<file path="config.mk">
export PLATFORM = sky130hd
export DESIGN_NAME = serial_sub_unit
export DESIGN_NICKNAME = d
export VERILOG_FILES = /design/src/rtl/serial_sub_unit_pkg.sv /design/src/rtl/serial_sub_unit_sub_digit.sv /design/src/rtl/serial_sub_unit.sv
export SDC_FILE = /design/constraint.sdc
export NUM_CORES = 1
export LEC_CHECK = 0
export CAP_MARGIN = 5
export CORE_MARGIN = 2
export CORE_UTILIZATION = 51
export CTS_CLUSTER_DIAMETER = 80
export CTS_CLUSTER_SIZE = 16
export DETAILED_ROUTE_END_ITERATION = 12
export PLACE_DENSITY = 0.78
export SYNTH_ARGS = -nofsm -noshare
export SYNTH_HDL_FRONTEND = slang
export SYNTH_SLANG_ARGS = --single-unit
</file>
<file path="constraint.sdc">
create_clock -name clk -period 5.3 [get_ports clk]
set_input_delay 0.795 -clock clk [delete_from_list [all_inputs] [get_ports clk]]
set_output_delay 0.795 -clock clk [all_outputs]
set_load 0.03 [all_outputs]
</file>
<file path="src/rtl/serial_sub_unit_pkg.sv">
// Shared definitions for the digit-serial subtractor.
//   state_t   : FSM state encoding (IDLE / RUN / DONE)
//   cnt_width : width of a counter that must hold 0..n-1 (at least 1 bit)
package serial_sub_unit_pkg;

    typedef enum logic [1:0] {
        S_IDLE = 2'd0,
        S_RUN  = 2'd1,
        S_DONE = 2'd2
    } state_t;

    function automatic int cnt_width(input int n);
        return (n <= 1) ? 1 : $clog2(n);
    endfunction

endpackage

</file>
<file path="src/rtl/serial_sub_unit_sub_digit.sv">
// sub_digit: combinational ripple-borrow subtractor for one DIGIT-bit digit.
//   x, y : minuend / subtrahend digit
//   bin  : incoming borrow
//   d    : x - y - bin (mod 2^DIGIT)
//   bout : borrow out of the digit MSB
// Each bit is a full subtractor made of two half-subtractor stages.
module sub_digit #(
    parameter int DIGIT = 1
) (
    input  logic [DIGIT-1:0] x,
    input  logic [DIGIT-1:0] y,
    input  logic             bin,
    output logic [DIGIT-1:0] d,
    output logic             bout
);

    logic [DIGIT:0] c;

    assign c[0] = bin;

    for (genvar i = 0; i < DIGIT; i++) begin : g_bit
        logic h1, b1, b2;
        // first stage: x - y
        assign h1 = x[i] ^ y[i];
        assign b1 = ~x[i] & y[i];
        // second stage: (x - y) - borrow
        assign d[i]   = h1 ^ c[i];
        assign b2     = ~h1 & c[i];
        assign c[i+1] = b1 | b2;
    end

    assign bout = c[DIGIT];

endmodule

</file>
<file path="src/rtl/serial_sub_unit.sv">
// serial_sub_unit: multi-cycle digit-serial subtractor, diff = a - b - borrow_in.
//   clk, rst           : clock, async active-high reset
//   start              : request, taken in IDLE or DONE
//   a, b, borrow_in    : operands, captured on an accepted start
//   busy               : high for the N = WIDTH/DIGIT working cycles
//   done               : one-cycle pulse, results valid from this cycle on
//   diff, borrow_out,
//   overflow, zero     : registered results, held until next done or reset
module serial_sub_unit #(
    parameter int WIDTH = 32,
    parameter int DIGIT = 1
) (
    input  logic             clk,
    input  logic             rst,
    input  logic             start,
    input  logic [WIDTH-1:0] a,
    input  logic [WIDTH-1:0] b,
    input  logic             borrow_in,
    output logic             busy,
    output logic             done,
    output logic [WIDTH-1:0] diff,
    output logic             borrow_out,
    output logic             overflow,
    output logic             zero
);
    import serial_sub_unit_pkg::*;

    localparam int N  = WIDTH / DIGIT;
    localparam int CW = cnt_width(N);

    state_t           state, state_nxt;
    logic [WIDTH-1:0] a_sh, b_sh, d_sh, d_nxt;
    logic             borrow_q;
    logic             a_msb, b_msb;
    logic [CW-1:0]    cnt;
    logic [DIGIT-1:0] dig_d;
    logic             dig_bout;
    logic             accept, last;

    sub_digit #(.DIGIT(DIGIT)) u_digit (
        .x    (a_sh[DIGIT-1:0]),
        .y    (b_sh[DIGIT-1:0]),
        .bin  (borrow_q),
        .d    (dig_d),
        .bout (dig_bout)
    );

    // New digit enters at the MSB end; after N shifts the LSB digit has
    // reached bit 0.
    if (DIGIT == WIDTH) begin : g_full
        assign d_nxt = dig_d;
    end else begin : g_part
        assign d_nxt = {dig_d, d_sh[WIDTH-1:DIGIT]};
    end

    assign accept = start && (state == S_IDLE || state == S_DONE);
    assign last   = (state == S_RUN) && (cnt == CW'(N - 1));
    assign busy   = (state == S_RUN);
    assign done   = (state == S_DONE);

    always_comb begin
        state_nxt = state;
        case (state)
            S_IDLE:  if (start) state_nxt = S_RUN;
            S_RUN:   if (last)  state_nxt = S_DONE;
            S_DONE:  state_nxt = start ? S_RUN : S_IDLE;
            default: state_nxt = S_IDLE;
        endcase
    end

    always_ff @(posedge clk or posedge rst) begin
        if (rst) state <= S_IDLE;
        else     state <= state_nxt;
    end

    always_ff @(posedge clk or posedge rst) begin
        if (rst) begin
            a_sh     <= '0;
            b_sh     <= '0;
            d_sh     <= '0;
            borrow_q <= 1'b0;
            a_msb    <= 1'b0;
            b_msb    <= 1'b0;
            cnt      <= '0;
        end else if (accept) begin
            a_sh     <= a;
            b_sh     <= b;
            d_sh     <= '0;
            borrow_q <= borrow_in;
            a_msb    <= a[WIDTH-1];
            b_msb    <= b[WIDTH-1];
            cnt      <= '0;
        end else if (state == S_RUN) begin
            a_sh     <= a_sh >> DIGIT;
            b_sh     <= b_sh >> DIGIT;
            d_sh     <= d_nxt;
            borrow_q <= dig_bout;
            // hold at N-1; the next accept reloads it
            if (!last) cnt <= cnt + CW'(1);
        end
    end

    // Results are taken straight from the final digit so they appear
    // together with done.
    always_ff @(posedge clk or posedge rst) begin
        if (rst) begin
            diff       <= '0;
            borrow_out <= 1'b0;
            overflow   <= 1'b0;
            zero       <= 1'b0;
        end else if (last) begin
            diff       <= d_nxt;
            borrow_out <= dig_bout;
            overflow   <= (a_msb != b_msb) && (d_nxt[WIDTH-1] != a_msb);
            zero       <= (d_nxt == '0);
        end
    end

endmodule

</file>
== Word-level counts from Yosys, hierarchy flattened ==
Index checks and enable logic that the tools add are counted.

* Add/sub/neg operators: 1
* Equal/unequal tests: 8
* Multiplexer cells: 15
* Bitwise operators: 7
* Reductions and logical operators: 9

{| class="wikitable"
|+ Operators by type and width
! operator !! count
|-
| 32-bit 2-to-1 mux || 6
|-
| 32-bit zero test || 1
|-
| 5-bit 2-to-1 mux || 3
|-
| 2-bit one-hot mux with 3 select lines || 1
|-
| 5-bit by 1-bit adder with 5-bit output (second input constant) || 1
|-
| 5-bit equality test (second input constant) || 1
|-
| 2-bit 2-to-1 mux || 2
|-
| 2-bit inequality test (second input constant) || 2
|-
| 2-bit AND reduction || 2
|-
| 1-bit logical AND || 3
|-
| 1-bit 2-to-1 mux || 3
|-
| 1-bit bitwise AND || 2
|-
| 2-bit by 1-bit equality test with 1-bit output (second input constant) || 1
|-
| 2-bit equality test (second input constant) || 1
|-
| 2-bit zero test || 1
|-
| 1-bit inequality test || 2
|-
| 2-bit by 1-bit inequality test with 1-bit output (second input constant) || 1
|-
| 1-bit inverter || 2
|-
| 2-bit nonzero test || 1
|-
| 1-bit bitwise XOR || 2
|-
| 1-bit logical OR || 1
|-
| 1-bit bitwise OR || 1
|}

* Bits in registers: 141
* Input bits: 68
* Word-level logic and storage cells: 52

== Logic depth before layout (Yosys ltp) ==
Gate-level depths: netlist (run 1).

* Depth in word-level cells: 6
* Depth in mapped cells: 8
* Depth with buffers taken out: 6

== Hierarchy ==
Synthesis (run 1) repeated with hierarchy kept, for this count alone.

* Cell total of the unflattened synthesis: 421
* Area, all modules: 5,667.9 um^2

{| class="wikitable"
|+ Modules (own cells, without submodules)
! module !! times used !! cells an instance !! area an instance (um^2)
|-
| serial_sub_unit || 1 || 418 || 5,640.4
|-
| sub_digit || 1 || 3 || 27.5
|}

== Worst setup path after synthesis (run 1) ==
No wires, ideal clock.

* Path type: reg-to-output
* Start: register state[1]
* End: output busy
* Data arrival time: 1.206 ns
* Required time: 4.505 ns
* Setup slack: 3.299 ns
* Cell stages (with the launch flop): 5
* Cell sequence: dfrtp_1 -> nand2b_1 -> buf_2 -> inv_2 -> clkbuf_1

* Word-level cells in the longest chain between the ends: 1

{| class="wikitable"
|+ RTL lines
! what !! RTL line !! RTL
|-
| start: declaration || serial_sub_unit.sv:31 || <nowiki>state_t state, state_nxt;</nowiki>
|-
| start signal: assignment || serial_sub_unit.sv:73 || <nowiki>else state <= state_nxt;</nowiki>
|-
| 2-bit by 1-bit equality test with 1-bit output || serial_sub_unit.sv:58 || <nowiki>assign busy = (state == S_RUN);</nowiki>
|-
| end: declaration || serial_sub_unit.sv:19 || <nowiki>output logic busy,</nowiki>
|}

Every way passes these cells.

== Worst setup path after layout (run 1) ==
Ends and elaborated chain as after synthesis.

==> results of run 1 <==
power breakdown:
group          internal [mW]  switching (mW)  total, mW
Combinational          0.566           0.668       1.23
Clock                  0.676           0.474       1.15
Sequential              1.47           0.282       1.75
worst paths after layout:
| path | to | depth (start not counted) |
|---|---|---|
| min in group asynchronous | diff[8] | 2 |
| setup reg to reg | b_sh[0] | 6 |
| hold reg to reg | cnt[3] | 1 |
| hold / removal | cnt[3] | 1 |
| max in group asynchronous | a_sh[15] | 3 |
| setup / recovery | busy | 4 |
kinds of logic (layout without fill, tap and decap cells):
| group | Yosys count | in the layout | synth area share, % |
|---|---|---|---|
| and+or+nand+nor | 159 | 159 | 13.0 |
| DFF | 140 | 140 | 61.6 |
| adders and majority gates | 3 | 3 | 0.792 |
| AOI/OAI and AO/OA | 106 | 106 | 14.5 |
| buffers and inverters | 47 | 150 | 3.61 |
| muxes | 33 | 33 | 6.51 |
registers in the layout (all words and copies together) (netlist names):
register / count
a_sh: 32
b_sh: 32
diff: 32
d_sh: 31
cnt: 5
state: 2
a_msb: 1
b_msb: 1
borrow_out: 1
borrow_q: 1
overflow: 1
zero: 1
cell type report:
class / instances / area [um2]
fill: 846 / 3470
clock buffer: 17 / 414
sequential: 140 / 3500
multi-input combinational: 301 / 1990
clock inverter: 15 / 163
timing repair buffer: 111 / 1100
inverter: 7 / 31.3
tap: 140 / 175
layer usage:
metal | up-vias | GRT usage (%)
met5 | - | 0
met4 | 0 | 4.79
met3 | 16 | 7.47
met2 | 140 | 34.4
met1 | 2103 | 29.9
li1 | 1958 | -
cell usage in the layout (no fill, tap or decap), drive strengths merged, types with 5 or more instances in the layout:
cell type,instances
dfrtp,140
clkdlybuf4s50,104
nand2,71
nand3,64
a22oi,61
a22o,33
mux2,32
clkbuf,17
inv,12
nor4,8
buf,7
o21ai,5
clkinv,5
through the flow:
| step | area (um2) | total power, mW | hold WS [ns] | utilization, % | setup slack, ns |
|---|---|---|---|---|---|
| after floorplan | 5690 | 2.59 | 0.445 | - | 0.752 |
| after global placement | 6780 | 2.91 | 0.463 | 62.6 | 2.54 |
| after detailed placement | 6780 | 2.99 | 0.485 | 62.6 | 2.50 |
| after CTS | 7360 | 4.15 | 0.499 | 67.9 | 2.15 |
| after global routing | 7370 | 4.38 | 0.513 | 68.0 | 2.02 |
| final | 7370 | 4.13 | 0.499 | 68.0 | 2.11 |
==> flow_summary.yaml, run 1 <==
logic_synthesis:
  netlist_instances: 488
  avgSynthCellArea_um2: 11.7
  ys_async_sr_fraction_pct: 100
  synthDistinctLibCells: 33
  synth-seq-cells: 140
  synth_top_cells_by_count: "dfrtp_1, nand2_1, nand3_1"
  synth_area_leaders: "dfrtp_1, a22oi_1, mux2_2, nand3_1, a22o_1"
  seq_area_frac_synth_pct: 61.6
  synthesis.area_um2: 5690
  synth_top_cell_by_area: "dfrtp_1"
  synth-main-ff-cell: "dfrtp_1"
  yosysWarningCount: 0
  synth_edf_count: 0
  synth_most_common_cell: "dfrtp_1"
  synth_top_area_share_pct: 61.6
  synth_nets: 559
die:
  coreArea_um2: 10800
  fp.dieArea_um2: 12000
  die_w_um: 110
  rows: 38
  pin_count: 105
  die_height_um: 110
  initial_utilization_pct: 52.5
worst_setup_path:
  r2r-start: "state[1]"
  worstPathCellList: "nand2b_2 > buf_4 > inv_2 > clkdlybuf4s50_1"
  path_class: "reg -> out"
  crit_family: "buffers and inverters"
  critPathLaunch: "state[1]"
  cp.required_ns: 4.51
  cp_slowest_cell: "clkdlybuf4s50_1"
  critPathMaxFanout: 63
  arrival_ns: 2.39
  crit_path_max_incr_delay_ns: 0.64
  r2r_slack_ns: 2.90
  crit_path_start_kind: "flip-flop"
  end_kind: "output port"
  path_buf_inv: 3
drt:
  wl_met3_um: 785
  m1WireLength_mm: 5.44
  wl_met2_mm: 5.95
  drc: 0
  post_drt_wl_per_cell_um: 16.8
  vias: 4217
  postRouteAntennaNets: 0
  drtIter0Drc: 252
  dr.max_layer_used: "met4"
  dr.pass1.iters: 5
  wl_mm: 12.3
  via_per_inst: 5.77
min_path:
  min_path_type: "reg -> reg"
  hold_start: "cnt[3]"
clocking:
  hold_buffers: 0
  cts_buffers: 17
  clk_pin_slew_ns: 0.06
  root_buffer: "clkbuf_8"
  cts_tree: "yes"
  htreeDepth: 4
  cts_resized: 0
  cts_setup_buffers: 0
  clockBufferDepth: 2
  clock_latency_ns: 0.52
  cts_sinks: 140
status:
  status: "finished clean"
sta:
  finalCritPeriodShare_pct: 60.2
  final-setup-viol-count: 0
  hold_viol: 0
  tns_ns: 0
  rsz0062_at_grt: "false"
  clock_skew_ns: 0.00543
  finalCriticalPeriod_ns: 3.19
  slew_violations: 0
  slew_headroom_pct: 36.0
  max_freq_ghz: 0.314
  tightest_slew_ns: 0.960
pwr:
  cellPowerDensity_nw_per_um2: 561
  max-vdd-ir-drop_mv: 0.317
  p_leak_nw: 3.45
place:
  port_buffers: 104
  dp_hpwl_mm: 7.66
  gp_congestion: 0.791
  place_inst: 698
finish:
  nets: 649
  insertedDiodeCount: 0
  final_cells: 731
  area_growth_pct: 29.6
  drive_above_1_share_pct: 13.2
grt:
  grt_overflow_total: 0
  antenna_found_initial: 0
  grt_usage_pct: 21.9
  first_global_vias: 4185
  grt_pass1_wl_mm: 20.5
  grt_start_max_net_pins: 95
job:
  cap_viol_max_count: 0
(Power assumes the default switching activity.)
==> run 2: changes to the inputs <==
Settings changed: CORE_UTILIZATION 51 to 47, PLACE_DENSITY 0.78 to 0.76.
Clock period 5.3 ns to 2.87 ns, I/O delays scaled along.
==> run 2 against run 1 <==
  * Flip-flop and latch count stayed put
  * Die area is 8.2% higher
  * Global-route usage is 2.2 points lower
  * Register-to-register slack worse by 2.1 ns
  * Clock skew is 0.0023 ns higher
  * Clock power is 95% higher
  * Worst setup slack worse by 1.5 ns
  * Count of clock-buffer cells in the layout is 1 higher
  * Core utilization is 5.5 points lower
  * Cell count is 1.2% higher
  * Sequential share of layout area is 0.44 points lower
  * Total power is 87% higher
  * Critical endpoint unchanged
==> flow_summary.yaml, run 2 (synthesized netlist as in run 1, its figures left out) <==
finish:
  area_growth_pct: 30.8
  insertedDiodeCount: 0
  final_common_cell: "dfrtp_1"
  layout_common_cells: "dfrtp_1, clkdlybuf4s50_1, nand2_1, nand3_1, a22oi_1"
  drive_above_1_share_pct: 13.7
  fillers: 957
  reg.largest.list: "a_sh x32, b_sh x32, diff x32"
  nets: 651
pwr:
  max-vdd-ir-drop_mv: 0.456
  internal-power_mw: 5.15
  cellPowerDensity_nw_per_um2: 1040
  switchingPower_mw: 2.58
  p_leak_nw: 3.47
  power_frac_seq_pct: 41.5
  p_clk_share_pct: 28.9
  combinationalPowerShare_pct: 29.6
  switching_share_pct: 33.4
drt:
  via_per_inst: 5.70
  vias: 4220
  post_drt_wl_per_cell_um: 16.4
  drc: 0
  wl_mm: 12.1
  postRouteAntennaNets: 0
  dr.pass1.iters: 5
  drtIter0Drc: 294
clocking:
  hold_buffers: 0
  cts_tree: "yes"
  clock_latency_ns: 0.41
  cts_setup_buffers: 0
  cts_resized: 0
  clk_pin_slew_ns: 0.06
  cts_sinks: 140
  root_buffer: "clkbuf_16"
  cts_buffers: 17
  clockBufferDepth: 2
  htreeDepth: 4
sta:
  clock_skew_ns: 0.00775
  slew_headroom_pct: 49.4
  finalCritPeriodShare_pct: 79.1
  final-setup-viol-count: 0
  tightest_slew_ns: 0.758
  finalCriticalPeriod_ns: 2.27
  rsz0062_at_grt: "false"
  hold_ws_ns: 0.483
  slew_violations: 0
  tns_ns: 0
  hold_viol: 0
  max_freq_ghz: 0.440
grt:
  grt_usage_pct: 19.7
  grt_pass1_wl_mm: 20.2
  first_global_vias: 4242
  grt_start_max_net_pins: 141
  grt_overflow_total: 0
  antenna_found_initial: 0
worst_setup_path:
  critPathMaxFanout: 42
  end_kind: "output port"
  cp.required_ns: 2.44
  crit_path_start_kind: "flip-flop"
  path_class: "reg -> out"
  arrival_ns: 1.84
place:
  gp_congestion: 0.763
  port_buffers: 104
  dp_hpwl_mm: 7.62
die:
  fp.dieArea_um2: 13000
  pin_count: 105
  die_w_um: 114
  die_height_um: 114
  coreArea_um2: 11900
  initial_utilization_pct: 47.8
  rows: 40
min_path:
  min_path_type: "reg -> reg"
job:
  cap_viol_max_count: 0
status:
  status: "finished clean"
[run 2: cell count changes in the layout (fill, tap and decap cells not counted)]
cell	before	now
buf_12	0	2
clkinvlp_4	3	6
clkinv_4	3	1
buf_8	1	0
clkdlybuf4s50_1	104	103
clkinv_2	2	3
bufinv_16	2	3
inv_6	6	2
clkbuf_16	16	17
buf_4	6	8
[run 2: metrics by stage]
step	cells	utilization (%)	worst slack, ns	cell area, um2	power, mW
3_3_place_gp	708	57.4	0.728	6830	5.40
3_5_place_dp	708	57.4	0.676	6830	5.53
4_1_cts	740	62.5	0.595	7440	7.78
5_1_grt	740	62.5	0.482	7440	8.22
6_report	740	62.5	0.599	7440	7.73
2_1_floorplan	488	-	0.690	5690	4.78
[run 2: final cells by class]
class / count / area (um2) / share of cell area [%]
clock buffers: 18 / 439 / 5.90
clock inverters: 14 / 169 / 2.27
inverters: 7 / 30.0 / 0.403
multi-input cells: 301 / 1990 / 26.7
flip-flops and latches: 140 / 3500 / 47.1
well taps: 147 / 184 / 2.47
repair buffers: 113 / 1130 / 15.2
[run 2: critical path: stages, from the launching register on]
cell	delay [ns]
dfrtp_1	0.39
nand2b_2	0.19
inv_2	0.56
buf_4	0.29
[run 2: worst paths after layout]
| check | slack [ns] | cells after the start | start | to |
|---|---|---|---|---|
| worst max-delay path | 0.60 | 3 | state[1] | busy |
| worst min-delay path | 0.48 | 1 | cnt[3] | cnt[3] |
| worst max register to register | 0.79 | 6 | cnt[0] | cnt[2] |
| worst min register to register | 0.48 | 1 | cnt[3] | cnt[3] |
| max in group asynchronous | 1.72 | 3 | rst | borrow_q |
| min in group asynchronous | 0.60 | 3 | rst | diff[10] |
[run 2: layer usage]
metal | GRT usage (%) | vias to the layer above | part of all wire, %
met5 | 0 | - | 0
met4 | 6.18 | 0 | 1.5
met3 | 6.91 | 17 | 6.7
met2 | 29.7 | 149 | 47
met1 | 26.9 | 2091 | 44
li1 | - | 1963 | -
[run 2: power groups by stage]
stage	registers [mW]	logic (mW)	clock network [mW]
finish	3.21	2.29	2.24
global route	3.31	2.53	2.38
CTS	3.21	2.30	2.27
detailed placement	3.23	2.29	0
global placement	3.20	2.21	0
floorplan	3.30	1.48	0
